$ cat src/rtl/adc_frame_packer.sv
// adc_frame_packer: decimates a raw ADC stream and packs it into framed
// bursts (header, sample count, samples, optional checksum) for the 16-bit
// capture FIFO feeding the MBED SPI master.
// Optional feature macro: CHECKSUM_EN (adds the TRL checksum trailer word).
module adc_frame_packer #(
  parameter int unsigned ADC_BITS  = 12,
  parameter int unsigned N_SAMPLES = 256,
  parameter int unsigned DECIM     = 1,
  parameter logic [7:0]  HDR_TAG   = 8'hA5
) (
  input  logic                SYS_CLK,
  input  logic                reset_n,
  input  logic                ARM,
  input  logic [ADC_BITS-1:0] ADC_DATA,
  input  logic                ADC_VALID,
  input  logic                FIFO_FULL,
  output logic                FIFO_WR,
  output logic [15:0]         FIFO_DIN,
  output logic                BUSY,
  output logic                DONE,
  output logic                OVERFLOW,
  output logic [15:0]         FRAME_CNT
);

  typedef enum logic [2:0] {
    IDLE,
    HDR,
    CNT,
    SMP,
`ifdef CHECKSUM_EN
    TRL,
`endif
    DONE_ST
  } state_t;

  state_t state_q, state_d;

  logic        arm_q;
  logic        arm_edge;
  logic [7:0]  dec_q, dec_d;
  logic [15:0] smp_q, smp_d;
  logic        wr_d;
  logic [15:0] din_d;
  logic        busy_d;
  logic        done_d;
  logic        ovf_d;
  logic [15:0] fcnt_d;
`ifdef CHECKSUM_EN
  logic [15:0] csum_q, csum_d;
`endif

  logic signed [ADC_BITS-1:0] adc_s;
  logic [15:0]                adc_ext;

  assign adc_s    = ADC_DATA;
  assign adc_ext  = 16'(adc_s);
  assign arm_edge = ARM & ~arm_q;

  // State register.
  always_ff @(posedge SYS_CLK) begin
    if (!reset_n) state_q <= IDLE;
    else          state_q <= state_d;
  end

  // Next-state and next-output decode; every output is registered below so
  // a word chosen in this cycle reaches the FIFO on the next one.
  always_comb begin
    state_d = state_q;
    dec_d   = dec_q;
    smp_d   = smp_q;
    wr_d    = 1'b0;
    din_d   = FIFO_DIN;
    busy_d  = BUSY;
    done_d  = 1'b0;
    ovf_d   = OVERFLOW;
    fcnt_d  = FRAME_CNT;
`ifdef CHECKSUM_EN
    csum_d  = csum_q;
`endif
    case (state_q)
      IDLE: begin
        if (arm_edge) begin
          state_d = HDR;
          busy_d  = 1'b1;
          ovf_d   = 1'b0;
          smp_d   = '0;
          dec_d   = '0;
`ifdef CHECKSUM_EN
          csum_d  = '0;
`endif
        end
      end
      HDR: begin
        if (!FIFO_FULL) begin
          wr_d    = 1'b1;
          din_d   = {HDR_TAG, FRAME_CNT[7:0]};
          state_d = CNT;
        end
      end
      CNT: begin
        if (!FIFO_FULL) begin
          wr_d    = 1'b1;
          din_d   = 16'(N_SAMPLES);
          state_d = SMP;
          dec_d   = '0;
          smp_d   = '0;
        end
      end
      SMP: begin
        if (ADC_VALID) begin
          dec_d = (dec_q == 8'(DECIM - 1)) ? '0 : dec_q + 8'd1;
          if (dec_q == '0) begin
            // A kept sample counts toward the frame even if it is dropped.
            if (!FIFO_FULL) begin
              wr_d   = 1'b1;
              din_d  = adc_ext;
`ifdef CHECKSUM_EN
              csum_d = csum_q + adc_ext;
`endif
            end else begin
              ovf_d = 1'b1;
            end
            smp_d = smp_q + 16'd1;
            if (smp_q == 16'(N_SAMPLES - 1)) begin
`ifdef CHECKSUM_EN
              state_d = TRL;
`else
              state_d = DONE_ST;
`endif
            end
          end
        end
      end
`ifdef CHECKSUM_EN
      TRL: begin
        if (!FIFO_FULL) begin
          wr_d    = 1'b1;
          din_d   = csum_q;
          state_d = DONE_ST;
        end
      end
`endif
      DONE_ST: begin
        done_d  = 1'b1;
        fcnt_d  = FRAME_CNT + 16'd1;
        busy_d  = 1'b0;
        state_d = IDLE;
      end
      default: state_d = IDLE;
    endcase
  end

  // Datapath registers and registered outputs.
  always_ff @(posedge SYS_CLK) begin
    if (!reset_n) begin
      arm_q     <= 1'b0;
      dec_q     <= '0;
      smp_q     <= '0;
      FIFO_WR   <= 1'b0;
      FIFO_DIN  <= '0;
      BUSY      <= 1'b0;
      DONE      <= 1'b0;
      OVERFLOW  <= 1'b0;
      FRAME_CNT <= '0;
`ifdef CHECKSUM_EN
      csum_q    <= '0;
`endif
    end else begin
      arm_q     <= ARM;
      dec_q     <= dec_d;
      smp_q     <= smp_d;
      FIFO_WR   <= wr_d;
      FIFO_DIN  <= din_d;
      BUSY      <= busy_d;
      DONE      <= done_d;
      OVERFLOW  <= ovf_d;
      FRAME_CNT <= fcnt_d;
`ifdef CHECKSUM_EN
      csum_q    <= csum_d;
`endif
    end
  end

endmodule

$ cat config.mk
export PLATFORM = sky130hd
export DESIGN_NAME = adc_frame_packer
export DESIGN_NICKNAME = d
export VERILOG_FILES = /design/src/rtl/adc_frame_packer.sv
export SDC_FILE = /design/constraint.sdc
export NUM_CORES = 1
export LEC_CHECK = 0
export ABC_AREA = 0
export ABC_CLOCK_PERIOD_IN_PS = 1800
export CAP_MARGIN = 20
export CORE_UTILIZATION = 56
export DETAILED_ROUTE_END_ITERATION = 6
export DONT_BUFFER_PORTS = 1
export GPL_ROUTABILITY_DRIVEN = 0
export PLACE_DENSITY_LB_ADDON = 0.1
export SYNTH_ARGS = -nofsm -noshare
export SYNTH_HDL_FRONTEND = slang
export SYNTH_SLANG_ARGS = --single-unit
$ cat constraint.sdc
create_clock -name SYS_CLK -period 1.8 [get_ports SYS_CLK]
set_input_delay 0.45 -clock SYS_CLK [delete_from_list [all_inputs] [get_ports SYS_CLK]]
set_output_delay 0.45 -clock SYS_CLK [all_outputs]
set_load 0.02 [all_outputs]
==> flow_results.xml <==
<?xml version="1.0" encoding="UTF-8"?>
<metrics>
  <group name="cells_and_area">
    <metric name="antenna_cells" unit="">0</metric>
    <metric name="final_layout_size_suffix_gt1_share" unit="%">26.87</metric>
    <metric name="finalNonFillerCells" unit="">469</metric>
    <metric name="area_delta_synth_final" unit="%">26.45</metric>
    <metric name="finalNetCount" unit="">420</metric>
    <metric name="n_fill_cell" unit="">351</metric>
    <metric name="multi_input_comb_area" unit="sq um">1653</metric>
    <metric name="area.sequential" unit="sq um">1222</metric>
  </group>
  <group name="routing">
    <metric name="post-route-drc-count" unit="">0</metric>
    <metric name="drt_iter0_drc" unit="">167</metric>
    <metric name="routedWlPerCell" unit="microns">15.22</metric>
    <metric name="drtPass1Iterations" unit="">4</metric>
    <metric name="wirelength" unit="mm">7.137</metric>
    <metric name="final_antenna_net_count" unit="">0</metric>
    <metric name="dr_vias_cell" unit="">5.789</metric>
    <metric name="vias" unit="">2715</metric>
  </group>
  <group name="hold_path">
    <metric name="worst_hold_path.endpoint" unit="">FIFO_DIN[6]</metric>
    <metric name="timing.hold.worst_path_depth" unit="">2</metric>
    <metric name="worstHoldPathType" unit="">in -&gt; reg</metric>
    <metric name="worst_hold_launch" unit="">reset_n</metric>
  </group>
  <group name="yosys">
    <metric name="synth.area.mux_share" unit="%">0</metric>
    <metric name="synth_largest_type_area_fraction" unit="%">41.98</metric>
    <metric name="number_of_warnings_issued_by_yosys" unit="">0</metric>
    <metric name="synth_enable_flop_cells" unit="">0</metric>
    <metric name="ranking_of_synthesized_cells_by_area" unit="">sky130_fd_sc_hd__dfxtp_1, sky130_fd_sc_hd__nor2_1, sky130_fd_sc_hd__o21ai_0, sky130_fd_sc_hd__nand2_1, sky130_fd_sc_hd__nand3_1</metric>
    <metric name="postSynthNetCount" unit="">369</metric>
    <metric name="synth.distinct_cells" unit="">55</metric>
    <metric name="synth.largest_area_cell" unit="">sky130_fd_sc_hd__dfxtp_1</metric>
    <metric name="gate_count_post_synth" unit="">348</metric>
    <metric name="synth_commonest_cells" unit="">sky130_fd_sc_hd__dfxtp_1, sky130_fd_sc_hd__nor2_1, sky130_fd_sc_hd__nand2_1, sky130_fd_sc_hd__o21ai_0, sky130_fd_sc_hd__nand3_1</metric>
    <metric name="ys_seq_elements" unit="">61</metric>
    <metric name="syn_avg_cell_area" unit="sq um">8.359</metric>
    <metric name="xor_and_xnor_area_share_after_synthesis" unit="%">5.419</metric>
    <metric name="largest_family_of_logic_cells_by_synthesized_area" unit="">simple AND/OR/NAND/NOR gates</metric>
    <metric name="synth_simple_gate_area_share" unit="%">28.73</metric>
    <metric name="synth-main-ff-cell" unit="">sky130_fd_sc_hd__dfxtp_1</metric>
    <metric name="seq_area_frac_synth" unit="%">41.98</metric>
    <metric name="synthMostInstantiatedCell" unit="">sky130_fd_sc_hd__dfxtp_1</metric>
    <metric name="synth_compound_area_share" unit="%">16.69</metric>
    <metric name="synth.cell_area" unit="sq um">2909</metric>
    <metric name="ys_async_rst_share" unit="%">0</metric>
    <metric name="synth_fa_ha_area_share" unit="%">1.720</metric>
  </group>
  <group name="setup_path">
    <metric name="cp_max_fo" unit="">5</metric>
    <metric name="worstPathRequired" unit="ps">2070</metric>
    <metric name="rr_worst_depth" unit="">10</metric>
    <metric name="cpMaxStageDelayCell" unit="">sky130_fd_sc_hd__dfxtp_2</metric>
    <metric name="worstPathArrival" unit="ps">2150</metric>
    <metric name="timing.critical_path.cells" unit="">inv_2, ha_4, nor4b_4, a31oi_2, buf_4, nor4_4, buf_6, clkbuf_16, o21ai_1, a31oi_1</metric>
    <metric name="endpoint_kind" unit="">flip-flop</metric>
    <metric name="regToRegSetupSlack" unit="ps">-80</metric>
    <metric name="regToRegEndpoint" unit="">FIFO_DIN[5]</metric>
    <metric name="crit_path_max_incr_delay" unit="ps">320</metric>
    <metric name="worstReg2RegStart" unit="">dec_q[0]</metric>
    <metric name="crit_path_start_kind" unit="">flip-flop</metric>
    <metric name="category_of_the_critical_setup_timing_path" unit="">reg -&gt; reg</metric>
  </group>
  <group name="power_and_ir_drop">
    <metric name="leakage" unit="nW">1.384</metric>
    <metric name="power_per_cell_area" unit="nW/um^2">911.4</metric>
    <metric name="power" unit="W">0.003353</metric>
    <metric name="vdd_drop_max" unit="mV">0.6446</metric>
  </group>
  <group name="die">
    <metric name="placement_rows" unit="">25</metric>
    <metric name="initial_core_util" unit="%">60.00</metric>
    <metric name="core_area" unit="sq um">4848</metric>
    <metric name="floorplan.die_area" unit="sq um">5487</metric>
    <metric name="dieHeight" unit="microns">74.08</metric>
    <metric name="ioPinCount" unit="">53</metric>
    <metric name="floorplan.die.width" unit="microns">74.08</metric>
  </group>
  <group name="clock_network">
    <metric name="worst_setup_hold_path_clk_slew" unit="ps">60</metric>
    <metric name="tritoncts" unit="">done</metric>
    <metric name="cts_root_buf" unit="">sky130_fd_sc_hd__clkbuf_8</metric>
    <metric name="h-tree-depth" unit="">3</metric>
    <metric name="cts_hold_repair.buffers" unit="">0</metric>
    <metric name="number_of_buffers_on_the_longest_clock_path" unit="">2</metric>
    <metric name="tritoncts.num_buffers" unit="">9</metric>
    <metric name="worstSkewPairLatency" unit="ps">340</metric>
    <metric name="cts.sink_count" unit="">61</metric>
  </group>
  <group name="timing">
    <metric name="max-slew-margin-rel" unit="%">59.17</metric>
    <metric name="worst_hold_slack" unit="ps">221.0</metric>
    <metric name="setup_viol_count_final" unit="">13</metric>
    <metric name="rsz0062_at_grt" unit="">yes</metric>
    <metric name="post_route_clock_period_utilization" unit="%">104.4</metric>
    <metric name="final-max-slew-violation-count" unit="">0</metric>
    <metric name="finalHoldViolations" unit="">0</metric>
    <metric name="max_freq" unit="GHz">0.5320</metric>
    <metric name="clock_skew" unit="ps">8.619</metric>
    <metric name="timing.final.crit_period" unit="ps">1880</metric>
    <metric name="max_slew.worst_pin.slew" unit="ps">611.6</metric>
    <metric name="fin_ws" unit="ps">-79.83</metric>
  </group>
  <group name="global_route">
    <metric name="globalRouteOverflowTotal" unit="">0</metric>
    <metric name="antenna_found_initial" unit="">0</metric>
    <metric name="largest_net_degree_at_the_start_of_global_routing" unit="">28</metric>
    <metric name="globalRouteTotalUtil" unit="%">26.19</metric>
    <metric name="wire_length_of_the_first_global_routing_pass" unit="mm">11.01</metric>
    <metric name="first_global_vias" unit="">2489</metric>
  </group>
  <group name="placement">
    <metric name="io_buffer_count" unit="">0</metric>
    <metric name="placedCellCount" unit="">449</metric>
    <metric name="hpwl" unit="mm">4.817</metric>
  </group>
  <group name="status">
    <metric name="violations" unit="">setup timing</metric>
    <metric name="outcome" unit="">finished with violations</metric>
  </group>
  <group name="job">
    <metric name="max-cap-violations" unit="">0</metric>
  </group>
</metrics>
==> power breakdown <==
group / switching (W) / total (W) / internal (W)
combinational: 0.000306 / 0.000598 / 0.000292
clock: 0.000511 / 0.00125 / 0.000739
sequential: 0.000100 / 0.00150 / 0.00140
==> metal layers <==
layer / routed length (microns) / vias up / share of wire [%] / GRT usage [%]
li1: - / 1352 / - / -
met1: 3285 / 1277 / 46 / 34.00
met2: 3282 / 74 / 46 / 41.52
met3: 453 / 12 / 6.3 / 6.233
met4: 115 / 0 / 1.6 / 11.32
met5: 0 / - / 0 / 0
==> placed cells by master (no fill, tap or decap), types with 2 or more instances in the layout <==
cell type	instances
sky130_fd_sc_hd__inv_2	3
sky130_fd_sc_hd__nor4_1	3
sky130_fd_sc_hd__nor2_2	3
sky130_fd_sc_hd__a41oi_1	2
sky130_fd_sc_hd__and2_1	4
sky130_fd_sc_hd__o21ai_0	19
sky130_fd_sc_hd__nand4_1	11
sky130_fd_sc_hd__o21ai_2	6
sky130_fd_sc_hd__and3_1	4
sky130_fd_sc_hd__nor3_2	5
sky130_fd_sc_hd__ha_1	3
sky130_fd_sc_hd__nor3_1	12
sky130_fd_sc_hd__clkbuf_16	2
sky130_fd_sc_hd__a21oi_1	15
sky130_fd_sc_hd__buf_4	50
sky130_fd_sc_hd__dfxtp_1	60
sky130_fd_sc_hd__nor2_1	34
sky130_fd_sc_hd__nor2_4	2
sky130_fd_sc_hd__nand3_1	22
sky130_fd_sc_hd__a31oi_1	11
sky130_fd_sc_hd__clkbuf_8	12
sky130_fd_sc_hd__nand2_2	2
sky130_fd_sc_hd__nor2b_1	2
sky130_fd_sc_hd__a32o_1	2
sky130_fd_sc_hd__xnor2_1	5
sky130_fd_sc_hd__a211oi_2	2
sky130_fd_sc_hd__a21o_1	2
sky130_fd_sc_hd__and4_1	2
sky130_fd_sc_hd__a211oi_1	2
sky130_fd_sc_hd__nand2b_1	3
sky130_fd_sc_hd__nand2_1	33
sky130_fd_sc_hd__buf_6	3
sky130_fd_sc_hd__xor2_1	13
sky130_fd_sc_hd__or3_1	6
sky130_fd_sc_hd__o21ai_1	3
sky130_fd_sc_hd__inv_1	8
==> critical path, delay by kind of cell (launching register included) <==
kind / cells / cell delay, ps
AO/OA/AOI/OAI: 3 / 350
buffers and inverters: 4 / 560
AND/OR/NAND/NOR: 2 / 430
flip-flops: 1 / 320
adder cells (fa/ha/maj): 1 / 130
==> cells by family after synthesis <==
family | after synthesis
compound gates | 77
simple gates | 161
buf+inv | 27
fa+ha+maj | 4
flops | 61
xor+xnor | 18
==> worst max-delay path by stage <==
stage | endpoint | from | slack (ps) | depth (start not counted)
3_5_place_dp | FIFO_DIN[13] | dec_q[0] | -150 | 7
3_3_place_gp | FIFO_DIN[10] | dec_q[0] | -70 | 7
6_report | FIFO_DIN[5] | dec_q[0] | -80 | 10
5_1_grt | FIFO_DIN[1] | dec_q[0] | -170 | 10
2_1_floorplan | FIFO_DIN[10] | dec_q[0] | -130 | 8
4_1_cts | FIFO_DIN[13] | dec_q[0] | -40 | 7
==> cell type report <==
type	count	area share, %
multi-input combinational	260	44.93
sequential	61	33.23
timing repair buffer	56	13.03
clock buffer	13	4.592
tap	67	2.279
inverter	11	1.122
clock inverter	1	0.8163
==> registers in the layout (all words and copies together) (netlist names) <==
signal and count:
arm_q 1, dec_q 8, FIFO_DIN 13, FRAME_CNT 16, DONE 1, smp_q 16, FIFO_WR 1, BUSY 1
state_q 3, OVERFLOW 1
==> stage by stage <==
stage | area (sq um) | worst slack (ps) | util (%) | setup TNS, ps
2_1_floorplan | 2909 | -126.5 | - | -521.0
3_3_place_gp | 3263 | -73.10 | 67.30 | -497.7
3_5_place_dp | 3263 | -149.7 | 67.30 | -1287
4_1_cts | 3498 | -35.05 | 72.15 | -146.4
5_1_grt | 3679 | -168.2 | 75.87 | -1678
6_report | 3679 | -79.83 | 75.87 | -577.8
==> what timing repair did <==
item | 4_1_cts | 5_1_grt
buffers inserted | 0 | 3
endpoints found under the setup margin | 20 | 34
cloned | 0 | 3
pin swaps | 0 | 6
endpoints found under the hold margin | 0 | 0
resized for setup | 11 | 33
Note: power is estimated with default switching activity, not from simulation.
